--- src/rtl/sevenseg_scheduler_pkg.sv ---
// Shared types and constants for the 8-digit multiplexed seven-segment scheduler.
// The optional brightness feature is enabled with SEVENSEG_BRIGHTNESS_EN.
package peripherals;

  localparam int         SEVENSEG_NUM_DIGITS = 8;
  localparam logic [7:0] SEVENSEG_OFF        = 8'hFF;

  typedef enum logic [1:0] {
    IDLE  = 2'd0,
    DRIVE = 2'd1,
    BLANK = 2'd2
  } sevenseg_state_t;

  typedef struct packed {
    logic [31:0] digits;
    logic [7:0]  enable;
    logic [7:0]  dp;
  } sevenseg_frame_t;

  // Lit cycles per drive phase: ceil((level+1) * digit_cycles / 8).
  function automatic int sevenseg_lit_cycles(input logic [2:0] level, input int digit_cycles);
    return ((int'(level) + 1) * digit_cycles + 7) / 8;
  endfunction

endpackage

--- src/rtl/sevenseg_scheduler_decoder.sv ---
// Combinational hex nibble to active-low seven-segment glyph, bits {g,f,e,d,c,b,a}.
module sevenseg_decoder (
  input  logic [3:0] nibble,
  output logic [6:0] segments
);

  always_comb begin
    case (nibble)
      4'h0:    segments = 7'h40;
      4'h1:    segments = 7'h79;
      4'h2:    segments = 7'h24;
      4'h3:    segments = 7'h30;
      4'h4:    segments = 7'h19;
      4'h5:    segments = 7'h12;
      4'h6:    segments = 7'h02;
      4'h7:    segments = 7'h78;
      4'h8:    segments = 7'h00;
      4'h9:    segments = 7'h10;
      4'hA:    segments = 7'h08;
      4'hB:    segments = 7'h03;
      4'hC:    segments = 7'h46;
      4'hD:    segments = 7'h21;
      4'hE:    segments = 7'h06;
      default: segments = 7'h0E;
    endcase
  end

endmodule

--- src/rtl/sevenseg_scheduler.sv ---
// Time-multiplexed 8-digit seven-segment driver with double-buffered frame loading.
// Define SEVENSEG_BRIGHTNESS_EN to enable per-slot duty control from the brightness input.
module sevenseg_scheduler
  import peripherals::*;
#(
  parameter int DIGIT_CYCLES = 100000,
  parameter int BLANK_CYCLES = 1000
) (
  input  logic        clock_100mhz,
  input  logic        reset,
  input  logic        load_valid,
  output logic        load_ready,
  input  logic [31:0] load_digits,
  input  logic [7:0]  load_enable,
  input  logic [7:0]  load_dp,
  input  logic [2:0]  brightness,
  output logic [7:0]  sevenseg_anode,
  output logic [7:0]  sevenseg_cathode,
  output logic        frame_start
);

  localparam int MAX_CYCLES = (DIGIT_CYCLES > BLANK_CYCLES) ? DIGIT_CYCLES : BLANK_CYCLES;
  // One extra bit of headroom so the counter width can also hold DIGIT_CYCLES itself.
  localparam int CW = (MAX_CYCLES < 1) ? 1 : $clog2(MAX_CYCLES + 1);
  localparam int DW = $clog2(SEVENSEG_NUM_DIGITS);

  localparam logic [CW-1:0] DRIVE_LAST = CW'(DIGIT_CYCLES - 1);
  localparam logic [CW-1:0] BLANK_LAST = CW'(BLANK_CYCLES - 1);
  localparam logic [DW-1:0] DIGIT_LAST = DW'(SEVENSEG_NUM_DIGITS - 1);

  sevenseg_state_t state_q, state_d;
  logic [DW-1:0]   digit_q, digit_d;
  logic [CW-1:0]   cnt_q, cnt_d;
  logic            drive_entry;
  logic            boundary;

  sevenseg_frame_t active_q, active_d;
  sevenseg_frame_t pending_q, pending_d;
  logic            pending_flag_q, pending_flag_d;
  sevenseg_frame_t load_frame;
  logic            load_accept;

  logic [7:0] anode_d, cathode_d;
  logic [7:0] anode_q, cathode_q;
  logic       frame_start_d, frame_start_q;
  logic       bright_ok;
  logic       lit;
  logic [3:0] nibble;
  logic [6:0] segments;

  // Slot sequencer. Everything downstream is computed from the *next* state so the
  // registered outputs line up with the state register and show no extra latency.
  always_comb begin
    // NOTE: every signal driven here gets a default first, so no path can infer a latch.
    state_d     = state_q;
    digit_d     = digit_q;
    cnt_d       = cnt_q;
    drive_entry = 1'b0;
    boundary    = 1'b0;
    case (state_q)
      IDLE: begin
        state_d     = DRIVE;
        digit_d     = '0;
        cnt_d       = '0;
        drive_entry = 1'b1;
      end
      DRIVE: begin
        if (cnt_q == DRIVE_LAST) begin
          state_d = BLANK;
          cnt_d   = '0;
        end else begin
          cnt_d = cnt_q + CW'(1);
        end
      end
      BLANK: begin
        if (cnt_q == BLANK_LAST) begin
          state_d     = DRIVE;
          cnt_d       = '0;
          digit_d     = digit_q + DW'(1);
          drive_entry = 1'b1;
          boundary    = (digit_q == DIGIT_LAST);
        end else begin
          cnt_d = cnt_q + CW'(1);
        end
      end
      default: begin
        state_d = IDLE;
        digit_d = '0;
        cnt_d   = '0;
      end
    endcase
  end

  // Frame buffering: loads park in pending and are promoted only at the frame
  // boundary, so the displayed frame never tears. A load landing exactly on the
  // boundary goes straight to active for the frame that is starting.
  assign load_frame  = '{digits: load_digits, enable: load_enable, dp: load_dp};
  assign load_accept = load_valid & ~pending_flag_q;

  always_comb begin
    active_d       = active_q;
    pending_d      = pending_q;
    pending_flag_d = pending_flag_q;
    if (boundary) begin
      if (pending_flag_q) begin
        active_d       = pending_q;
        pending_flag_d = 1'b0;
      end else if (load_accept) begin
        active_d = load_frame;
      end
    end else if (load_accept) begin
      pending_d      = load_frame;
      pending_flag_d = 1'b1;
    end
  end

`ifdef SEVENSEG_BRIGHTNESS_EN
  // Duty limit is captured at each drive entry and held for the whole phase.
  logic [CW-1:0] lit_limit_q, lit_limit_d;

  always_comb begin
    lit_limit_d = lit_limit_q;
    if (drive_entry) lit_limit_d = CW'(sevenseg_lit_cycles(brightness, DIGIT_CYCLES));
  end

  always_ff @(posedge clock_100mhz) begin
    if (reset) lit_limit_q <= '0;
    else       lit_limit_q <= lit_limit_d;
  end

  assign bright_ok = (cnt_d < lit_limit_d);
`else
  logic unused_brightness;
  assign unused_brightness = ^brightness;
  assign bright_ok         = 1'b1;
`endif

  assign nibble = active_d.digits[{digit_d, 2'b00} +: 4];

  sevenseg_decoder u_decoder (
    .nibble   (nibble),
    .segments (segments)
  );

  always_comb begin
    lit           = (state_d == DRIVE) && active_d.enable[digit_d] && bright_ok;
    anode_d       = SEVENSEG_OFF;
    cathode_d     = SEVENSEG_OFF;
    frame_start_d = drive_entry && (digit_d == '0);
    if (lit) begin
      anode_d   = ~(8'b1 << digit_d);
      cathode_d = {~active_d.dp[digit_d], segments};
    end
  end

  always_ff @(posedge clock_100mhz) begin
    // NOTE: sequential state uses non-blocking assignments so every flop samples pre-edge values.
    if (reset) begin
      state_q        <= IDLE;
      digit_q        <= '0;
      cnt_q          <= '0;
      active_q       <= '0;
      pending_q      <= '0;
      pending_flag_q <= 1'b0;
      anode_q        <= SEVENSEG_OFF;
      cathode_q      <= SEVENSEG_OFF;
      frame_start_q  <= 1'b0;
    end else begin
      state_q        <= state_d;
      digit_q        <= digit_d;
      cnt_q          <= cnt_d;
      active_q       <= active_d;
      pending_q      <= pending_d;
      pending_flag_q <= pending_flag_d;
      anode_q        <= anode_d;
      cathode_q      <= cathode_d;
      frame_start_q  <= frame_start_d;
    end
  end

  assign load_ready       = ~pending_flag_q;
  assign sevenseg_anode   = anode_q;
  assign sevenseg_cathode = cathode_q;
  assign frame_start      = frame_start_q;

endmodule

--- config.mk ---
export PLATFORM = sky130hd
export DESIGN_NAME = sevenseg_scheduler
export DESIGN_NICKNAME = d
export VERILOG_FILES = /design/src/rtl/sevenseg_scheduler_pkg.sv /design/src/rtl/sevenseg_scheduler_decoder.sv /design/src/rtl/sevenseg_scheduler.sv
export SDC_FILE = /design/constraint.sdc
export NUM_CORES = 1
export LEC_CHECK = 0
export ABC_AREA = 1
export CORE_ASPECT_RATIO = 1.75
export CORE_UTILIZATION = 62
export DETAILED_ROUTE_END_ITERATION = 12
export PLACE_DENSITY = 0.92
export SLEW_MARGIN = 20
export SYNTH_ARGS = -nofsm -noshare
export SYNTH_HDL_FRONTEND = slang
export SYNTH_HIERARCHICAL = 1
export SYNTH_SLANG_ARGS = --single-unit
--- constraint.sdc ---
create_clock -name clock_100mhz -period 4.1 [get_ports clock_100mhz]
set_clock_uncertainty 0.05 [all_clocks]
set_input_delay 0.82 -clock clock_100mhz [delete_from_list [all_inputs] [get_ports clock_100mhz]]
set_output_delay 0.82 -clock clock_100mhz [all_outputs]
set_load 0.05 [all_outputs]
Word-level counts from Yosys, hierarchy flattened
Memory sizes are Yosys's and may differ from the RTL's. A register that Yosys moved wholly into a read port is not among the register bits.
Cells that the tools add are included.
- add/subtract/negate cells: 2
- multipliers: 0
- divide/modulo/power cells: 0
- magnitude comparators: 1
- eq/ne operators: 6
- shifts and indexed selects: 2
- muxes and demuxes: 19
- bitwise logic cells: 6
- reduce and logical (&&, ||, !) cells: 7
- operators with widths (operator ; count):
    48-bit 2-to-1 mux ; 3
    17-bit 2-to-1 mux ; 2
    17-bit one-hot mux with 2 select lines ; 1
    32-bit by 6-bit variable part select with 4-bit output ; 1
    17-bit by 1-bit adder with 17-bit output (second input constant) ; 1
    17-bit by 10-bit equality test with 1-bit output (second input constant) ; 1
    17-bit equality test (second input constant) ; 1
    8-bit inverter ; 1
    1-bit by 3-bit left shift with 8-bit output (first input constant) ; 1
    1-bit binary-select mux with 3-bit select ; 2
    2-bit one-hot mux with 3 select lines ; 1
    3-bit one-hot mux with 2 select lines ; 1
    1-bit 2-to-1 mux ; 5
    2-bit by 1-bit equality test with 1-bit output (second input constant) ; 2
    3-bit by 4-bit less-than comparator with 1-bit output (second input constant) ; 1
    2-bit 2-to-1 mux ; 2
    1-bit inverter ; 4
    2-bit OR reduction ; 2
    3-bit by 1-bit adder with 3-bit output (second input constant) ; 1
    3-bit equality test (second input constant) ; 1
    3-bit logical NOT ; 1
    3-bit 2-to-1 mux ; 1
    2-bit equality test (second input constant) ; 1
    1-bit logical AND ; 2
    4 further kinds ; 4
- flip-flop bits (word level): 136
- bits in latches: 0
- RAM bits: 0
- bits in read-only memories: 112
- bits of input ports: 54
- output and inout port bits: 18
- logic and storage cells: 57
- memories kept: 1
- memories (memory ; words ; bits a word ; rd ports ; clocked after Yosys merged registers in ; wr ports ; RTL line ; RTL):
    (no name shown) ; 16 ; 7 ; 1 ; 1 ; 0 ; sevenseg_scheduler_decoder.sv:8 ; case (nibble)

Logic depth before layout (Yosys ltp)
- depth in word-level cells: 10
- mapped depth: 26
- mapped depth without buffers: 25

Cells and area by module
The synthesis kept the hierarchy.
- by module, submodules not included (module ; times used ; cells an instance ; area each (µm²) ; sequential area each (µm²)):
    sevenseg_scheduler ; 1 ; 950 ; 6652.6 ; 2722.6
    sevenseg_decoder ; 1 ; 49 ; 274.0 ; 0.0

Worst setup path after synthesis
No wires, ideal clock.
- path type: in2reg
- start: input port load_valid
- end: register cathode_q[3] (netlist: sevenseg_cathode[3])
- data arrival time: 2729 ps
- data required time: 3935 ps
- setup slack: 1207 ps
- stages on the path: 19
- path buffers: 2
- cells stage by stage: inv_1 -> nor2_2 -> buf_2 -> inv_1 -> clkbuf_1 -> o22ai_1 -> nand2_1 -> o21a_1 -> nand2_1 -> nand4_1 -> nand2_1 -> nand2_1 -> inv_1 -> ha_1 -> nand2_1 -> nand3_1 -> nand2_1 -> inv_1 -> nand2_2
- elaborated cells on any way between the ends: 10
- classes of those cells: shift: 1; mux: 5; bitwise: 2; reduce/logical: 2
- RTL lines (what ; RTL line ; RTL):
    start, declared ; sevenseg_scheduler.sv:11 ; input logic load_valid,
    1-bit bitwise AND ; sevenseg_scheduler.sv:98 ; assign load_accept = load_valid & ~pending_flag_q;
    48-bit 2-to-1 mux ; sevenseg_scheduler.sv:108 ; end else if (load_accept) begin
    48-bit 2-to-1 mux ; sevenseg_scheduler.sv:105 ; if (pending_flag_q) begin
    48-bit 2-to-1 mux ; sevenseg_scheduler.sv:104 ; if (boundary) begin
    32-bit by 6-bit variable part select with 4-bit output ; sevenseg_scheduler.sv:138 ; assign nibble = active_d.digits[{digit_d, 2'b00} +: 4];
    net nibble[1] ; sevenseg_scheduler.sv:48 ; logic [3:0] nibble;
    end, declared ; sevenseg_scheduler.sv:44 ; logic [7:0] anode_q, cathode_q;
The timed path passes the listed nets, and every way through them passes these cells. The select of a mux whose other input is x is not followed.
A chain may end at the register's enable or synchronous reset.

Worst setup path after layout
- start: register state_q[1]
- end: register cathode_q[3] (netlist: sevenseg_cathode[3])
- elaborated cells on any way between the ends: 16
- classes of those cells: eq/ne: 3; shift: 1; mux: 8; bitwise: 1; reduce/logical: 3
- RTL lines (what ; RTL line ; RTL):
    start, declared ; sevenseg_scheduler.sv:31 ; sevenseg_state_t state_q, state_d;
    start signal, assigned ; sevenseg_scheduler.sv:169 ; state_q <= state_d;
    2-bit equality test ; sevenseg_scheduler.sv:60 ; case (state_q)
    1-bit 2-to-1 mux ; sevenseg_scheduler.sv:60 ;
    48-bit 2-to-1 mux ; sevenseg_scheduler.sv:104 ;
    32-bit by 6-bit variable part select with 4-bit output * ; sevenseg_scheduler.sv:138 ;
    net nibble[1] ; sevenseg_scheduler.sv:48 ;
The timed path passes the listed nets; every way through them passes the cells marked *. The select of a mux whose other input is x is not followed.

==> flow_summary.yaml <==
setup_path:
  r2r_slack_ps: 300
  reg2regPathDepth: 19
  crit_type: "register to register"
  reg2reg_to: "sevenseg_cathode[3]$_SDFF_PP1_"
  r2r_start: "state_q[1]$_SDFF_PP0_"
  arrival_ps: 4040
  cp_slowest_cell: "ha_1"
  cp-end-kind: "register"
  worstPathRequired_ps: 4350
  start_kind: "register"
  path_cells: "ha_1 -> inv_1 -> nor2_4 -> nand2_2 -> nand2_4 -> nand2_4 -> nor2_2 -> nand2_1 -> and2_1 -> nand2_1 -> nand2_1 -> nand2_1 -> inv_1 -> ha_1 -> nand2_1 -> nand3_1 -> nand2_1 -> inv_1 -> nand2_2"
  cpPeakStageDelay_ps: 660
  path_max_fanout: 14
  crit_top_cell: "nand2_1"
route:
  wl_per_cell_um: 14.8
  viasPerCell: 5.61
  vias: 6663
  first_pass_iters: 5
  drt_iter0_drc: 495
  antenna_left: 0
  drc: 0
  wl_um: 17500
power_and_ir_drop:
  p_comb_share_pct: 7.3
  swShare_pct: 23.4
  cellPowerDensity_nw_per_um2: 383
  p_seq_share_pct: 43.7
  finalPower_uw: 3130
  max-vdd-ir-drop_v: 0.000432
  cellLeakagePower_uw: 0.00334
  switching_power_uw: 733
  p_clk_share_pct: 48.9
  power.internal_uw: 2400
synthesis:
  syn_inst: 999
  ys_seq_area_share_pct: 39.3
  synth_area_per_cell_um2: 6.93
  synth_ff_type: "dfxtp_1"
  ys_warn_count: 6
  ys_types: 41
  syn_area_um2: 6930
  synth_edf_count: 0
  ys_ff_latch: 136
  async_flop_share_pct: 0
  synthesis.nets: 1067
cells_and_area:
  final_layout_size_suffix_gt1_share_pct: 9.46
  fill_cells: 739
  final_core_util_pct: 76.0
  areaGrowthSynthToFinish_pct: 18.0
  diodes: 0
  register_area_um2: 2720
  fin_cells: 1187
  multi_input_area_um2: 3560
  nets: 1113
clocking:
  clock_sinks: 136
  cts.path.max_buffers: 2
  clk_pin_slew_ps: 60
  cts_hold_buf: 0
  cts.repair.resized: 0
  cts_root_buf: "clkbuf_16"
  worst_skew_pair.late_latency_ps: 430
  htreeDepth: 4
  postCtsSetupRepairBufs: 0
  cts_tree: "built"
  cts_buffers: 17
timing:
  tightest_slew_ps: 1050
  finalHoldViolCount: 0
  rsz0062_at_grt: "no"
  max_freq_ghz: 0.263
  setup_viol: 0
  finalCriticalPeriod_ps: 3800
  drv_slew: 0
  setup-tns-final_ps: 0
  fin_hold_ws_ps: 403
  fin_crit_sh_pct: 92.6
  slew_headroom_pct: 30.2
flow_run:
  maxCapViolCount: 0
floorplanning:
  die_w_um: 81.9
  start_util_pct: 64.4
  io_pins: 72
  rows: 50
  coreArea_um2: 10800
  dieArea_um2: 11600
  die_h_um: 142
worst_hold_path:
  hold_start: "cnt_q[0]$_SDFF_PP0_"
  min_to: "cnt_q[0]$_SDFF_PP0_"
  worstHoldPathType: "register to register"
  hold_depth: 1
global_route:
  antenna_found_initial: 0
  grtUsageMet2_pct: 58.8
  gr-max-usage-layer: "met2"
  grt_pass1_wl_um: 28600
  grt_use_met3_pct: 5.59
  grtUsageTotal_pct: 32.1
  met1_usage_pct: 32.0
  grt_pass1_vias: 6438
  grt_max_degree: 102
  gr-total-overflow: 0
outcome:
  status: "finished clean"
placement:
  gp_congestion: 0.846
  dp_hpwl_um: 11100
  io_buffers: 68
  dp.cells: 1156
metrics by stage:
stage	setup slack, ps	area [µm²]
global placement	421	7580
CTS	332	8180
finish	304	8180
floorplan	1210	6930
global route	71.2	8180
detailed placement	384	7580
registers in the layout, summed over array words and instances (netlist names):
name / cells
pending_q: 48
cnt_q: 17
pending_flag_q: 1
active_q: 48
sevenseg_cathode: 8
state_q: 2
sevenseg_anode: 8
frame_start: 1
digit_q: 3
cells in the mapped netlist (2+ instances only):
cell / n / share of area, %
nand2_1: 329 / 18
dfxtp_1: 136 / 39
nor2_1: 97 / 5.3
inv_1: 91 / 4.9
a21oi_1: 49 / 3.5
nand3_1: 31 / 2.2
o22ai_1: 31 / 2.8
o21a_1: 28 / 3.0
o21ai_0: 27 / 2.0
clkbuf_1: 20 / 1.1
nand2_2: 19 / 1.7
buf_2: 16 / 1.2
ha_1: 14 / 2.5
nor3_1: 12 / 0.87
mux2i_1: 11 / 1.6
nand4_1: 10 / 0.90
nor2_4: 10 / 1.6
inv_2: 7 / 0.38
xor2_1: 7 / 0.89
buf_4: 6 / 0.65
nor2_2: 6 / 0.54
buf_6: 5 / 0.81
nand2_4: 5 / 0.81
and2_1: 4 / 0.36
a22oi_1: 3 / 0.33
buf_1: 3 / 0.16
nand3_2: 3 / 0.43
o21ai_1: 3 / 0.22
a21oi_2: 2 / 0.25
clkinv_2: 2 / 0.14
nand3_4: 2 / 0.51
worst max-delay path by stage:
stage,start,endpoint,slack [ps],cells past startpoint
6_report,state_q[1]$_SDFF_PP0_,sevenseg_cathode[3]$_SDFF_PP1_,300,19
5_1_grt,state_q[0]$_SDFF_PP0_,sevenseg_cathode[3]$_SDFF_PP1_,70,20
4_1_cts,state_q[1]$_SDFF_PP0_,sevenseg_cathode[3]$_SDFF_PP1_,330,19
3_5_place_dp,load_valid,sevenseg_cathode[1]$_SDFF_PP1_,380,17
3_3_place_gp,load_valid,sevenseg_cathode[1]$_SDFF_PP1_,420,17
2_1_floorplan,load_valid,sevenseg_cathode[3]$_SDFF_PP1_,1210,19
worst max-delay path, delay by kind of cell, from the launching register on:
kind,cells,cell delay (ps)
adder cells (fa/ha/maj),2,990
buffers and inverters,3,480
flip-flops,1,400
AND/OR/NAND/NOR,14,1740
power by group through the flow:
stage / logic (µW) / clock network, µW / registers (µW)
global route: 250 / 1590 / 1370
finish: 230 / 1530 / 1370
detailed placement: 226 / 0 / 1400
CTS: 228 / 1530 / 1370
floorplan: 135 / 0 / 1390
global placement: 223 / 0 / 1390
routing by layer:
layer | part of all wire [%] | vias to the layer above | routed length [µm]
met1 | 35 | 3071 | 6180
li1 | - | 3250 | -
met2 | 54 | 263 | 9440
met4 | 5.0 | 0 | 870
met3 | 5.9 | 79 | 1030
met5 | 0 | - | 0
cell families (layout without fill, tap and decap cells):
group / Yosys count / in the layout / share of synthesized area, %
compound gates: 149 / 149 / 12.8
simple gates: 531 / 531 / 33.5
xor+xnor: 7 / 7 / 0.885
flops: 136 / 136 / 39.3
mux: 11 / 11 / 1.59
buf+inv: 151 / 209 / 9.37
fa+ha+maj: 14 / 14 / 2.53
cells in the final DEF, fill, tap and decap left out, types with 8 or more instances in the layout:
| master | count |
|---|---|
| o21ai_0 | 27 |
| ha_1 | 14 |
| nor2_4 | 10 |
| nor2_1 | 96 |
| buf_4 | 8 |
| dfxtp_1 | 136 |
| nand2_2 | 19 |
| nand2_1 | 329 |
| o21a_1 | 28 |
| clkdlybuf4s50_1 | 67 |
| nand4_1 | 10 |
| nor3_1 | 11 |
| clkbuf_16 | 17 |
| inv_1 | 91 |
| nand3_1 | 31 |
| mux2i_1 | 11 |
| a21oi_1 | 49 |
| o22ai_1 | 31 |
area by class of cell:
class	instances	share of cell area, %
flip-flops and latches	136	33.3
inverters	101	4.67
multi-input cells	712	43.6
repair buffers	77	9.24
clock buffers	22	5.80
clock inverters	9	1.44
well taps	130	1.99
No activity file was read; power rests on OpenSTA's default activity.
